--- src/rtl/mesh_src_terminal_if.sv ---
// Terminal-side handshake between a source adapter and one mesh input port.
// The source (master) presents a pending flag and head word; the mesh (slave)
// answers with a pop strobe when it consumes the word.
interface mesh_src_terminal_if #(
    parameter int PAKG_SIZE = 32
);
    logic                 pndng_o;
    logic [PAKG_SIZE-1:0] data_out_o;
    logic                 popin_i;

    modport master (
        output pndng_o,
        output data_out_o,
        input  popin_i
    );

    modport slave (
        input  pndng_o,
        input  data_out_o,
        output popin_i
    );
endinterface

--- src/rtl/mesh_src_terminal.sv ---
// Source terminal adapter for one external mesh port.
// Validates host requests against the set of edge-terminal addresses, formats
// legal ones into mesh packet words and queues them in a first-word-fall-through
// FIFO whose head is offered to the mesh through the pending/data/pop handshake.
module mesh_src_terminal #(
    parameter int ROWS       = 4,
    parameter int COLUMNS    = 4,
    parameter int PAKG_SIZE  = 32,
    parameter int FIFO_DEPTH = 16,
    parameter int MY_ROW     = 0,
    parameter int MY_COL     = 1
) (
    input  logic                              clk_i,
    input  logic                              rst_i,
    input  logic                              wr_i,
    input  logic [3:0]                        trgt_row_i,
    input  logic [3:0]                        trgt_col_i,
    input  logic                              mode_i,
    input  logic [PAKG_SIZE-18:0]             payload_i,
    output logic                              full_o,
    output logic [1:0]                        err_o,
    output logic [15:0]                       drop_cnt_o,
    output logic [$clog2(FIFO_DEPTH+1)-1:0]   count_o,
    mesh_src_terminal_if.master               term
);

    localparam int CW = $clog2(FIFO_DEPTH + 1);
    localparam int AW = $clog2(FIFO_DEPTH);

    localparam logic [CW-1:0] DEPTH_C    = CW'(FIFO_DEPTH);
    localparam logic [AW-1:0] LAST_PTR_C = AW'(FIFO_DEPTH - 1);
    localparam logic [3:0]    ROW_MAX_C  = 4'(ROWS);
    localparam logic [3:0]    COL_MAX_C  = 4'(COLUMNS);
    localparam logic [3:0]    ROW_FAR_C  = 4'(ROWS + 1);
    localparam logic [3:0]    COL_FAR_C  = 4'(COLUMNS + 1);
    localparam logic [3:0]    MY_ROW_C   = 4'(MY_ROW);
    localparam logic [3:0]    MY_COL_C   = 4'(MY_COL);

    localparam logic [1:0] ERR_NONE_C = 2'b00;
    localparam logic [1:0] ERR_OVF_C  = 2'b01;
    localparam logic [1:0] ERR_ADDR_C = 2'b10;

    // A destination is legal only if it names an edge terminal (never a corner)
    // other than this terminal itself.
    function automatic logic addr_legal(input logic [3:0] row, input logic [3:0] col);
        logic row_edge;
        logic col_edge;
        logic row_in;
        logic col_in;
        logic is_self;
        row_edge = (row == 4'd0) || (row == ROW_FAR_C);
        col_edge = (col == 4'd0) || (col == COL_FAR_C);
        row_in   = (row >= 4'd1) && (row <= ROW_MAX_C);
        col_in   = (col >= 4'd1) && (col <= COL_MAX_C);
        is_self  = (row == MY_ROW_C) && (col == MY_COL_C);
        return ((row_edge && col_in) ^ (col_edge && row_in)) && !is_self;
    endfunction

    // Pointer advance with explicit wrap so non-power-of-two depths work.
    function automatic logic [AW-1:0] ptr_inc(input logic [AW-1:0] ptr);
        logic [AW-1:0] nxt;
        if (ptr == LAST_PTR_C) begin
            nxt = {AW{1'b0}};
        end else begin
            nxt = ptr + AW'(1);
        end
        return nxt;
    endfunction

    logic [PAKG_SIZE-1:0] mem_r [FIFO_DEPTH];
    logic [AW-1:0]        wr_ptr_r;
    logic [AW-1:0]        rd_ptr_r;
    logic [CW-1:0]        count_r;
    logic                 pndng_r;
    logic                 full_r;
    logic [1:0]           err_r;
    logic [15:0]          drop_cnt_r;

    logic                 pop_s;
    logic                 push_s;
    logic                 bad_addr_s;
    logic                 ovf_s;
    logic [PAKG_SIZE-1:0] word_s;
    logic [CW-1:0]        count_nxt_s;
    logic [AW-1:0]        wr_ptr_nxt_s;
    logic [AW-1:0]        rd_ptr_nxt_s;
    logic [1:0]           err_nxt_s;
    logic [15:0]          drop_cnt_nxt_s;

    // Classify the current request/pop and compute every next-state value.
    always_comb begin
        pop_s          = term.popin_i && pndng_r;
        bad_addr_s     = wr_i && !addr_legal(trgt_row_i, trgt_col_i);
        push_s         = wr_i && !bad_addr_s && (!full_r || pop_s);
        ovf_s          = wr_i && !bad_addr_s && full_r && !pop_s;
        word_s         = {8'h00, trgt_row_i, trgt_col_i, mode_i, payload_i};
        count_nxt_s    = count_r;
        wr_ptr_nxt_s   = wr_ptr_r;
        rd_ptr_nxt_s   = rd_ptr_r;
        err_nxt_s      = ERR_NONE_C;
        drop_cnt_nxt_s = drop_cnt_r;

        case ({push_s, pop_s})
            2'b10:   count_nxt_s = count_r + CW'(1);
            2'b01:   count_nxt_s = count_r - CW'(1);
            default: count_nxt_s = count_r;
        endcase

        if (push_s) begin
            wr_ptr_nxt_s = ptr_inc(wr_ptr_r);
        end else begin
            wr_ptr_nxt_s = wr_ptr_r;
        end

        if (pop_s) begin
            rd_ptr_nxt_s = ptr_inc(rd_ptr_r);
        end else begin
            rd_ptr_nxt_s = rd_ptr_r;
        end

        // A bad address outranks overflow when both could apply.
        if (bad_addr_s) begin
            err_nxt_s = ERR_ADDR_C;
        end else if (ovf_s) begin
            err_nxt_s = ERR_OVF_C;
        end else begin
            err_nxt_s = ERR_NONE_C;
        end

        if ((bad_addr_s || ovf_s) && (drop_cnt_r != 16'hFFFF)) begin
            drop_cnt_nxt_s = drop_cnt_r + 16'd1;
        end else begin
            drop_cnt_nxt_s = drop_cnt_r;
        end
    end

    // Control state: pointers, occupancy, status flags and error reporting.
    always_ff @(posedge clk_i or negedge rst_i) begin
        if (!rst_i) begin
            wr_ptr_r   <= {AW{1'b0}};
            rd_ptr_r   <= {AW{1'b0}};
            count_r    <= {CW{1'b0}};
            pndng_r    <= 1'b0;
            full_r     <= 1'b0;
            err_r      <= ERR_NONE_C;
            drop_cnt_r <= 16'd0;
        end else begin
            wr_ptr_r   <= wr_ptr_nxt_s;
            rd_ptr_r   <= rd_ptr_nxt_s;
            count_r    <= count_nxt_s;
            pndng_r    <= (count_nxt_s != {CW{1'b0}});
            full_r     <= (count_nxt_s == DEPTH_C);
            err_r      <= err_nxt_s;
            drop_cnt_r <= drop_cnt_nxt_s;
        end
    end

    // Packet storage; contents are only visible while the FIFO is non-empty,
    // so the array itself needs no reset.
    always_ff @(posedge clk_i) begin
        if (push_s) begin
            mem_r[wr_ptr_r] <= word_s;
        end
    end

    assign full_o          = full_r;
    assign err_o           = err_r;
    assign drop_cnt_o      = drop_cnt_r;
    assign count_o         = count_r;
    assign term.pndng_o    = pndng_r;
    assign term.data_out_o = pndng_r ? mem_r[rd_ptr_r] : {PAKG_SIZE{1'b0}};

endmodule

--- src/flat_wrapper.sv ---
// flat-port wrapper written by rule: the top's interface ports become plain ports
module mesh_src_terminal_flat 
#(
    parameter int ROWS       = 4,
    parameter int COLUMNS    = 4,
    parameter int PAKG_SIZE  = 32,
    parameter int FIFO_DEPTH = 16,
    parameter int MY_ROW     = 0,
    parameter int MY_COL     = 1
)
  (clk_i, rst_i, wr_i, trgt_row_i, trgt_col_i, mode_i, payload_i, full_o, err_o, drop_cnt_o, count_o, term_pndng_o, term_data_out_o, term_popin_i);
  mesh_src_terminal_if #(.PAKG_SIZE(PAKG_SIZE)) term_i ();
  input  logic clk_i;
  input  logic rst_i;
  input  logic wr_i;
  input  logic [3:0] trgt_row_i;
  input  logic [3:0] trgt_col_i;
  input  logic mode_i;
  input  logic [PAKG_SIZE-18:0] payload_i;
  output logic full_o;
  output logic [1:0] err_o;
  output logic [15:0] drop_cnt_o;
  output logic [$clog2(FIFO_DEPTH+1)-1:0] count_o;
  output wire logic [$bits(term_i.pndng_o)-1:0] term_pndng_o;
  output wire logic [$bits(term_i.data_out_o)-1:0] term_data_out_o;
  input wire logic [$bits(term_i.popin_i)-1:0] term_popin_i;
  assign term_pndng_o = term_i.pndng_o;
  assign term_data_out_o = term_i.data_out_o;
  assign term_i.popin_i = term_popin_i;
  mesh_src_terminal #(.ROWS(ROWS), .COLUMNS(COLUMNS), .PAKG_SIZE(PAKG_SIZE), .FIFO_DEPTH(FIFO_DEPTH), .MY_ROW(MY_ROW), .MY_COL(MY_COL)) u_core (.clk_i(clk_i), .rst_i(rst_i), .wr_i(wr_i), .trgt_row_i(trgt_row_i), .trgt_col_i(trgt_col_i), .mode_i(mode_i), .payload_i(payload_i), .full_o(full_o), .err_o(err_o), .drop_cnt_o(drop_cnt_o), .count_o(count_o), .term(term_i));
endmodule
--- config.mk ---
export PLATFORM = sky130hd
export DESIGN_NAME = mesh_src_terminal_flat
export DESIGN_NICKNAME = d
export VERILOG_FILES = /design/src/rtl/mesh_src_terminal_if.sv /design/src/rtl/mesh_src_terminal.sv /design/src/flat_wrapper.sv
export SDC_FILE = /design/constraint.sdc
export NUM_CORES = 1
export LEC_CHECK = 0
export BUFFER_PORTS_ARGS = -buffer_cell sky130_fd_sc_hd__buf_2
export CAP_MARGIN = 20
export CORE_ASPECT_RATIO = 0.7
export CORE_MARGIN = 4
export CORE_UTILIZATION = 57
export CTS_BUF_LIST = sky130_fd_sc_hd__clkbuf_16
export DETAILED_ROUTE_END_ITERATION = 8
export PLACE_DENSITY_LB_ADDON = 0.12
export SLEW_MARGIN = 20
export SYNTH_ARGS = -nofsm -noshare
export SYNTH_HDL_FRONTEND = slang
export SYNTH_SLANG_ARGS = --single-unit
--- constraint.sdc ---
create_clock -name clk_i -period 6.07 [get_ports clk_i]
set_input_delay 0.3035 -clock clk_i [delete_from_list [all_inputs] [get_ports clk_i]]
set_output_delay 0.3035 -clock clk_i [all_outputs]
set_load 0.02 [all_outputs]
==> impl_metrics.tcl, run 1 <==
set metrics [dict create \
    yosysWarnings 0 \
    worst-setup-path-type "flip-flop to flip-flop" \
    fin_crit_sh 0.647 \
    power_density_nw_per_um2 438 \
    cts.repair.resized 0 \
    synth_top_area_frac 0.687 \
    async_reset_ff_frac 0.0791 \
    synth-seq-cells 417 \
    fmax_mhz 255 \
    dpl.hpwl_mm 18.3 \
    synth_edf_count 384 \
    final.setup.tns_ps 0 \
    place.gp.congestion 0.753 \
    cp.arrival_ps 4350 \
    grt-ovfl-total 0 \
    vias 8074 \
    hold_class "input port to flip-flop" \
    cts.htree.levels 2 \
    hold_violations 0 \
    antenna_found_initial 3 \
    antenna_left 0 \
    grt_max_degree 60 \
    yosysSeqAreaShare 0.736 \
    crit_required_ps 6490 \
    io_pins 85 \
    area_delta_synth_final_pct 12.0 \
    clock-sinks 417 \
    endpoint_kind "flip-flop" \
    slew_headroom 0.397 \
    grt_pass1_vias 8418 \
    start_kind "flip-flop" \
    status "complete, no violations" \
    ys.flop_type "edfxtp_1" \
    tightestPinTransition_ps 905 \
    nets 947 \
    post_drt_wl_per_cell_um 26.2 \
    io_buffers 76 \
    reg2reg_setup_slack_ps 2140 \
    dpl_worst_slack_ps 2330 \
    rsz0062_at_grt "false" \
    wl_mm 34.5 \
    syn_area_um2 16800 \
    yosys-top-cells-area "edfxtp_1 (69%), mux4_2 (13%), dfrtp_1 (4.9%), mux2_2 (1.7%), mux2i_1 (1.5%)" \
    core_um2 29000 \
    leakage_nw 6.44 \
    via_per_inst 6.13 \
    cts_tree "yes" \
    skew_ps 14.0 \
    rows 52 \
    num_antenna_cells 0 \
    syn_inst 823 \
    clockBufferDepth 3 \
    insertion_delay_ps 540 \
    drive_above_1_share 0.318 \
    die_x_um 213 \
    synth_cell_type_count 47 \
    period_needed_ps 3930 \
    drt_iter0_markers 576 \
    track_usage 0.219 \
    ir_worst_vdd_mv 0.256 \
    cp_max_fo 26 \
    grt_pass1_wl_mm 52.1 \
    cts_root_buf "clkbuf_16" \
    drc 0 \
    cts_setup_buffers 0 \
    initial_core_util 0.580 \
    die_h_um 152 \
    clk_pin_slew_ps 60 \
    die-area_um2 32300 \
    synth_area_leader_cell "edfxtp_1" \
    setup_violations 0 \
    numCtsBuffers 40 \
    drtPass1Iterations 5 \
    max-cap-violations 0 \
    fin_ws_ps 2140 \
    avgSynthCellArea_um2 20.4 \
    drv_slew 0 \
]
==> placed cells by master, fill, tap and decap left out, drive strengths merged, types with 7 or more instances in the layout <==
cell,n
edfxtp,384
mux4,96
buf,90
clkbuf,41
nand2,37
dfrtp,33
mux2,28
mux2i,25
o211a,24
inv,22
xor2,17
clkinv,16
nand3,14
nor3,11
ha,9
o21ai,8
and4,8
conb,8
nor4,8
xnor2,7
nor3b,7
==> cells by family after synthesis <==
group                    Yosys count  synth area share
multiplexers                     149             0.163
buffers and inverters             65            0.0190
flip-flops                       417             0.736
AND/OR/NAND/NOR                  112            0.0400
XOR/XNOR                          24            0.0125
adder cells (fa/ha/maj)            9           0.00671
AO/OA/AOI/OAI                     46            0.0231
other                              1          0.000223
==> layer usage <==
| metal | share of wire | track usage | up-vias |
|---|---|---|---|
| li1 | - | - | 3524 |
| met2 | 0.48 | 0.342 | 242 |
| met3 | 0.062 | 0.0492 | 53 |
| met4 | 0.018 | 0.0492 | 6 |
| met5 | 0.0014 | 0 | - |
| met1 | 0.44 | 0.325 | 4249 |
==> synth_stat cells, types with 4 or more instances <==
cell type,count
a21oi_1,4
and2_1,5
and3_1,5
and4_1,8
buf_1,4
buf_2,15
buf_4,13
clkbuf_1,20
dfrtp_1,33
edfxtp_1,384
ha_1,9
inv_1,12
mux2_2,26
mux2i_1,25
mux4_2,96
nand2_1,37
nand3_1,12
nor2_1,6
nor3_1,10
nor3b_1,7
nor4_2,5
o211a_1,24
o21ai_0,8
xnor2_1,7
xor2_1,17
==> path summary, 6_finish.rpt <==
| path | cells past startpoint | endpoint | from |
|---|---|---|---|
| max | 15 | u_core.full_o | u_core.term.pndng_o |
| min | 1 | u_core.mem_r[5][8] | payload_i[8] |
| max reg2reg | 15 | u_core.full_o | u_core.term.pndng_o |
| min reg2reg | 1 | u_core.drop_cnt_o[4] | u_core.drop_cnt_o[4] |
| max in group asynchronous | 2 | u_core.rd_ptr_r[1] | rst_i |
| min in group asynchronous | 2 | u_core.drop_cnt_o[10] | rst_i |
==> power breakdown <==
group / switching [mW] / internal, mW
Combinational: 1.16 / 1.16
Sequential: 0.316 / 3.23
Clock: 1.02 / 1.35
==> through the flow <==
step	instances	area [um^2]	util	total power [mW]	hold WS (ps)
floorplan	830	16800	-	5.30	7.91
finish	1317	18800	0.650	8.24	138
global placement	1245	17600	0.606	5.89	396
detailed placement	1245	17600	0.606	5.95	422
global route	1317	18800	0.650	8.63	135
CTS	1317	18800	0.650	8.32	120
==> layout make-up <==
cell class                 instances  area [um^2]
clock inverter                    30          220
inverter                          12         45.0
tap                              378          473
fill                            1918        10100
multi-input combinational        348         4170
clock buffer                      41         1030
sequential                       417        12400
timing repair buffer              91          508
==> registers in the layout, indices dropped and copies added (netlist names) <==
| register | count |
|---|---|
| u_core.rd_ptr_r | 4 |
| u_core.err_o | 2 |
| u_core.drop_cnt_o | 16 |
| u_core.wr_ptr_r | 4 |
| u_core.full_o | 1 |
| u_core.count_o | 5 |
| u_core.term.pndng_o | 1 |
| u_core.mem_r | 384 |
==> worst max-delay path, cell delays in order (launching register included) <==
cell	delay (ps)
dfrtp_1	320
buf_4	410
nand2_1	190
and2_1	240
nand2b_1	180
a21oi_2	430
inv_1	140
ha_1	330
xor2_1	200
ha_1	240
a21oi_1	220
xor2_1	210
nor2_1	70
xnor2_1	160
and3_1	190
nor3b_1	280
==> what timing repair did <==
item	4_1_cts	5_1_grt
endpoints found under the setup margin	0	0
endpoints found under the hold margin	33	0
hold buffers	1	0
Power figures use the tool's default switching activity.
==> run 2: changes to the inputs <==
- clock period: 6.07 -> 3.87 ns (I/O delays scaled with it)
==> run 2 against run 1 <==
Against the previous run:
- routed wire length is 0.23% lower
- total power is 57% higher
- flip-flop and latch count stayed put
- critical path type unchanged
==> impl_metrics.tcl, run 2 (synthesized netlist as in run 1, its figures left out) <==
set metrics [dict create \
    skew_ps 14.8 \
    io_pins 85 \
    period_needed_ps 3340 \
    hold_class "input port to flip-flop" \
    dpl.hpwl_mm 19.5 \
    track_usage 0.220 \
    clockBufferDepth 3 \
    cp.arrival_ps 3780 \
    final_common_cell "edfxtp_1" \
    cts_root_buf "clkbuf_16" \
    cts.htree.levels 2 \
    vias 8257 \
    final_cell_mix "edfxtp_1 (384), mux4_2 (96), buf_2 (76)" \
    max-cap-violations 0 \
    area_delta_synth_final_pct 13.5 \
    cts_tree "yes" \
    cts.repair.resized 0 \
    clock-sinks 417 \
    largest_reg_flops 384 \
    cp_max_fo 15 \
    setup_violations 0 \
    drive_above_1_share 0.321 \
    antenna_left 0 \
    endpoint_kind "flip-flop" \
    via_per_inst 6.17 \
    rsz0062_at_grt "false" \
    status "complete, no violations" \
    hold_violations 0 \
    multi_input_area_um2 4160 \
    leakage_nw 6.58 \
    hold_slack_ps 21.7 \
    grt-ovfl-total 0 \
    drt_iter0_markers 772 \
    grt_pass1_wl_mm 52.3 \
    stdcell_area_um2 19100 \
    wl_mm 34.4 \
    tightestPinTransition_ps 795 \
    fin_crit_sh 0.863 \
    fill_cells 1896 \
    worst-setup-path-type "flip-flop to flip-flop" \
    drv_slew 0 \
    antenna_found_initial 3 \
    initial_core_util 0.580 \
    fin_util 0.658 \
    placed_cell_area_um2 17800 \
    drc 0 \
    die_h_um 152 \
    die_x_um 213 \
    rows 52 \
    ir_worst_vdd_mv 0.448 \
    p_total_mw 12.9 \
    post_drt_wl_per_cell_um 25.7 \
    register_area_um2 12400 \
    place.gp.congestion 0.752 \
    nets 967 \
    die-area_um2 32300 \
    fin_ws_ps 529 \
    drtPass1Iterations 5 \
    stdcell_count 1338 \
    dpl.cell_count 1264 \
    power_density_nw_per_um2 677 \
    final.setup.tns_ps 0 \
    num_antenna_cells 0 \
    dpl_worst_slack_ps 381 \
    insertion_delay_ps 540 \
    grt_max_degree 52 \
    io_buffers 76 \
    core_um2 29000 \
    crit_required_ps 4310 \
    start_kind "flip-flop" \
    numCtsBuffers 39 \
    clk_pin_slew_ps 70 \
    fmax_mhz 299 \
    grt_pass1_vias 8418 \
    regMostFlops "u_core.mem_r" \
    slew_headroom 0.470 \
]
==> run 2: changes by cell type in the layout (fill, tap and decap cells not counted), moves of 2 or more <==
| cell | delta |
|---|---|
| clkinv_2 | -2 |
| buf_4 | +10 |
| buf_12 | +9 |
| and4_1 | +8 |
| dlygate4sd3_1 | +2 |
| and4_2 | -8 |
==> run 2: repair_timing <==
item                                   CTS  global route
endpoints found under the hold margin   54             0
hold buffers                             3             0
setup buffers                            0             0
==> run 2: final cells by class <==
| class | instances | area share |
|---|---|---|
| Sequential cell | 417 | 0.649 |
| Multi-Input combinational cell | 348 | 0.219 |
| Clock buffer | 41 | 0.0538 |
| Timing Repair Buffer | 112 | 0.0411 |
| Tap cell | 378 | 0.0248 |
| Clock inverter | 30 | 0.0101 |
| Inverter | 12 | 0.00236 |
==> run 2: path summary, 6_finish.rpt <==
path	from	end	slack (ps)	depth (start not counted)
worst min-delay path	payload_i[1]	u_core.mem_r[10][1]	20	1
min in group asynchronous	rst_i	u_core.drop_cnt_o[14]	250	2
worst min register to register	u_core.drop_cnt_o[8]	u_core.drop_cnt_o[8]	500	1
worst max register to register	u_core.term.pndng_o	u_core.full_o	530	14
max in group asynchronous	rst_i	u_core.rd_ptr_r[2]	3060	2
worst max-delay path	u_core.term.pndng_o	u_core.full_o	530	14
==> run 2: power by group <==
part | total (mW) | internal [mW] | switching [mW]
clock network | 3.67 | 2.06 | 1.61
registers | 5.52 | 5.07 | 0.448
logic | 3.72 | 1.86 | 1.86
total | 12.9 | 8.99 | 3.92
==> run 2: layer usage <==
layer,vias up,wire (um),GRT usage
met5,-,41,0
met4,6,505,0.0515
met3,47,2210,0.0426
met2,254,16000,0.329
met1,4382,15600,0.343
li1,3568,-,-
==> run 2: worst max-delay path, cell delays in order, from the launching register on <==
cell	delay, ps
dfrtp_1	340
nand2_1	100
and2_1	220
nand2b_1	180
a21oi_2	450
inv_1	160
ha_1	350
xor2_1	200
ha_1	220
a21oi_1	160
xor2_1	170
nor2_1	70
xnor2_1	180
and3_1	210
nor3b_1	220
==> run 3: changes to the inputs <==
- RECOVER_POWER: not set -> 25
==> run 3 against run 2 <==
Against the previous run:
- highest routed layer unchanged
- clock-buffer cell count unchanged
- total power about the same
- fmax down 0.17%
==> impl_metrics.tcl, run 3 (synthesized netlist as in run 1, its figures left out) <==
set metrics [dict create \
    status "complete, no violations" \
    clock-sinks 417 \
    regMostFlops "u_core.mem_r" \
    io_pins 85 \
    ir_worst_vdd_mv 0.450 \
    grt_pass1_wl_mm 52.3 \
    vias 8207 \
    nets 967 \
    numCtsBuffers 39 \
    via_per_inst 6.13 \
    drc 0 \
    antenna_found_initial 3 \
    slew_headroom 0.473 \
    max-cap-violations 0 \
    start_kind "flip-flop" \
    wl_mm 34.4 \
    drive_above_1_share 0.306 \
    final_common_cell "edfxtp_1" \
    fin_crit_sh 0.865 \
    drv_slew 0 \
    num_antenna_cells 0 \
    cp.arrival_ps 3790 \
    core_um2 29000 \
    drtPass1Iterations 7 \
    hold_violations 0 \
    largest_reg_flops 384 \
    final_cell_mix "edfxtp_1 (384), mux4_2 (96), buf_2 (62)" \
    die_x_um 213 \
    fmax_mhz 299 \
    initial_core_util 0.580 \
    hold_slack_ps 40.4 \
    rows 52 \
    reg2reg_setup_slack_ps 520 \
    area_delta_synth_final_pct 13.4 \
    tightestPinTransition_ps 791 \
    io_buffers 76 \
    setup_violations 0 \
    cts_setup_buffers 0 \
    grt_pass1_vias 8418 \
    die-area_um2 32300 \
    clk_pin_slew_ps 70 \
    insertion_delay_ps 540 \
    track_usage 0.220 \
    drt_iter0_markers 750 \
    leakage_nw 6.54 \
    hold_class "input port to flip-flop" \
    post_drt_wl_per_cell_um 25.7 \
    crit_required_ps 4310 \
    period_needed_ps 3350 \
    cts_root_buf "clkbuf_16" \
    rsz0062_at_grt "false" \
    die_h_um 152 \
    antenna_left 0 \
    final.setup.tns_ps 0 \
    worst-setup-path-type "flip-flop to flip-flop" \
    cts.htree.levels 2 \
    grt_max_degree 52 \
    skew_ps 13.6 \
    cp_max_fo 15 \
    endpoint_kind "flip-flop" \
    clockBufferDepth 3 \
    cts_tree "yes" \
    place.gp.congestion 0.752 \
    grt-ovfl-total 0 \
    dpl.hpwl_mm 19.5 \
    power_density_nw_per_um2 678 \
]
## run 3: changes by cell type in the layout (fill, tap and decap cells not counted)
| cell | change |
|---|---|
| buf_2 | -14 |
| clkbuf_1 | +14 |
## run 3: routing by layer
| metal | up-vias | share of wire | GRT usage |
|---|---|---|---|
| li1 | 3558 | - | - |
| met1 | 4337 | 0.46 | 0.343 |
| met5 | - | 0.0012 | 0 |
| met4 | 6 | 0.015 | 0.0515 |
| met2 | 257 | 0.47 | 0.329 |
| met3 | 49 | 0.061 | 0.0426 |
## run 3: worst paths after layout
check,from,endpoint,cells after the start
worst max register to register,u_core.term.pndng_o,u_core.full_o,14
worst max-delay path,u_core.term.pndng_o,u_core.full_o,14
worst min-delay path,term_popin_i,u_core.rd_ptr_r[0],3
max in group asynchronous,rst_i,u_core.rd_ptr_r[2],2
worst min register to register,u_core.drop_cnt_o[8],u_core.drop_cnt_o[8],1
min in group asynchronous,rst_i,u_core.drop_cnt_o[14],2
## run 3: where the power goes
part	internal [mW]	leakage, nW	switching, mW
clock	2.06	0.636	1.61
combinational	1.86	2.04	1.86
sequential	5.07	3.86	0.448
## run 3: timing repair
action | CTS | global route
endpoints found under the hold margin | 54 | 0
hold buffers | 3 | 0
resized for setup | 0 | 0
## run 3: critical path: stages (launching register included)
cell	delay, ps
dfrtp_1	340
nand2_1	100
and2_1	220
nand2b_1	180
a21oi_2	460
inv_1	160
ha_1	350
xor2_1	200
ha_1	220
a21oi_1	160
xor2_1	170
nor2_1	70
xnor2_1	180
and3_1	210
nor3b_1	220
## run 3: cell type report
cell class	count	area (um^2)
Tap cell	378	473
Clock buffer	41	1030
Clock inverter	30	193
Timing Repair Buffer	112	766
Sequential cell	417	12400
Inverter	12	45.0
Multi-Input combinational cell	348	4160
Fill cell	1895	9920
## run 3: stage by stage
| stage | power (mW) | worst slack (ps) | cells | instance area [um^2] | util |
|---|---|---|---|---|---|
| 4_1_cts | 13.0 | 560 | 1338 | 19100 | 0.658 |
| 2_1_floorplan | 8.32 | 200 | 830 | 16800 | - |
| 6_report | 12.9 | 524 | 1338 | 19000 | 0.657 |
| 5_1_grt | 13.5 | 210 | 1338 | 19000 | 0.657 |
| 3_5_place_dp | 9.37 | 381 | 1264 | 17800 | 0.615 |
| 3_3_place_gp | 9.29 | 619 | 1264 | 17800 | 0.615 |
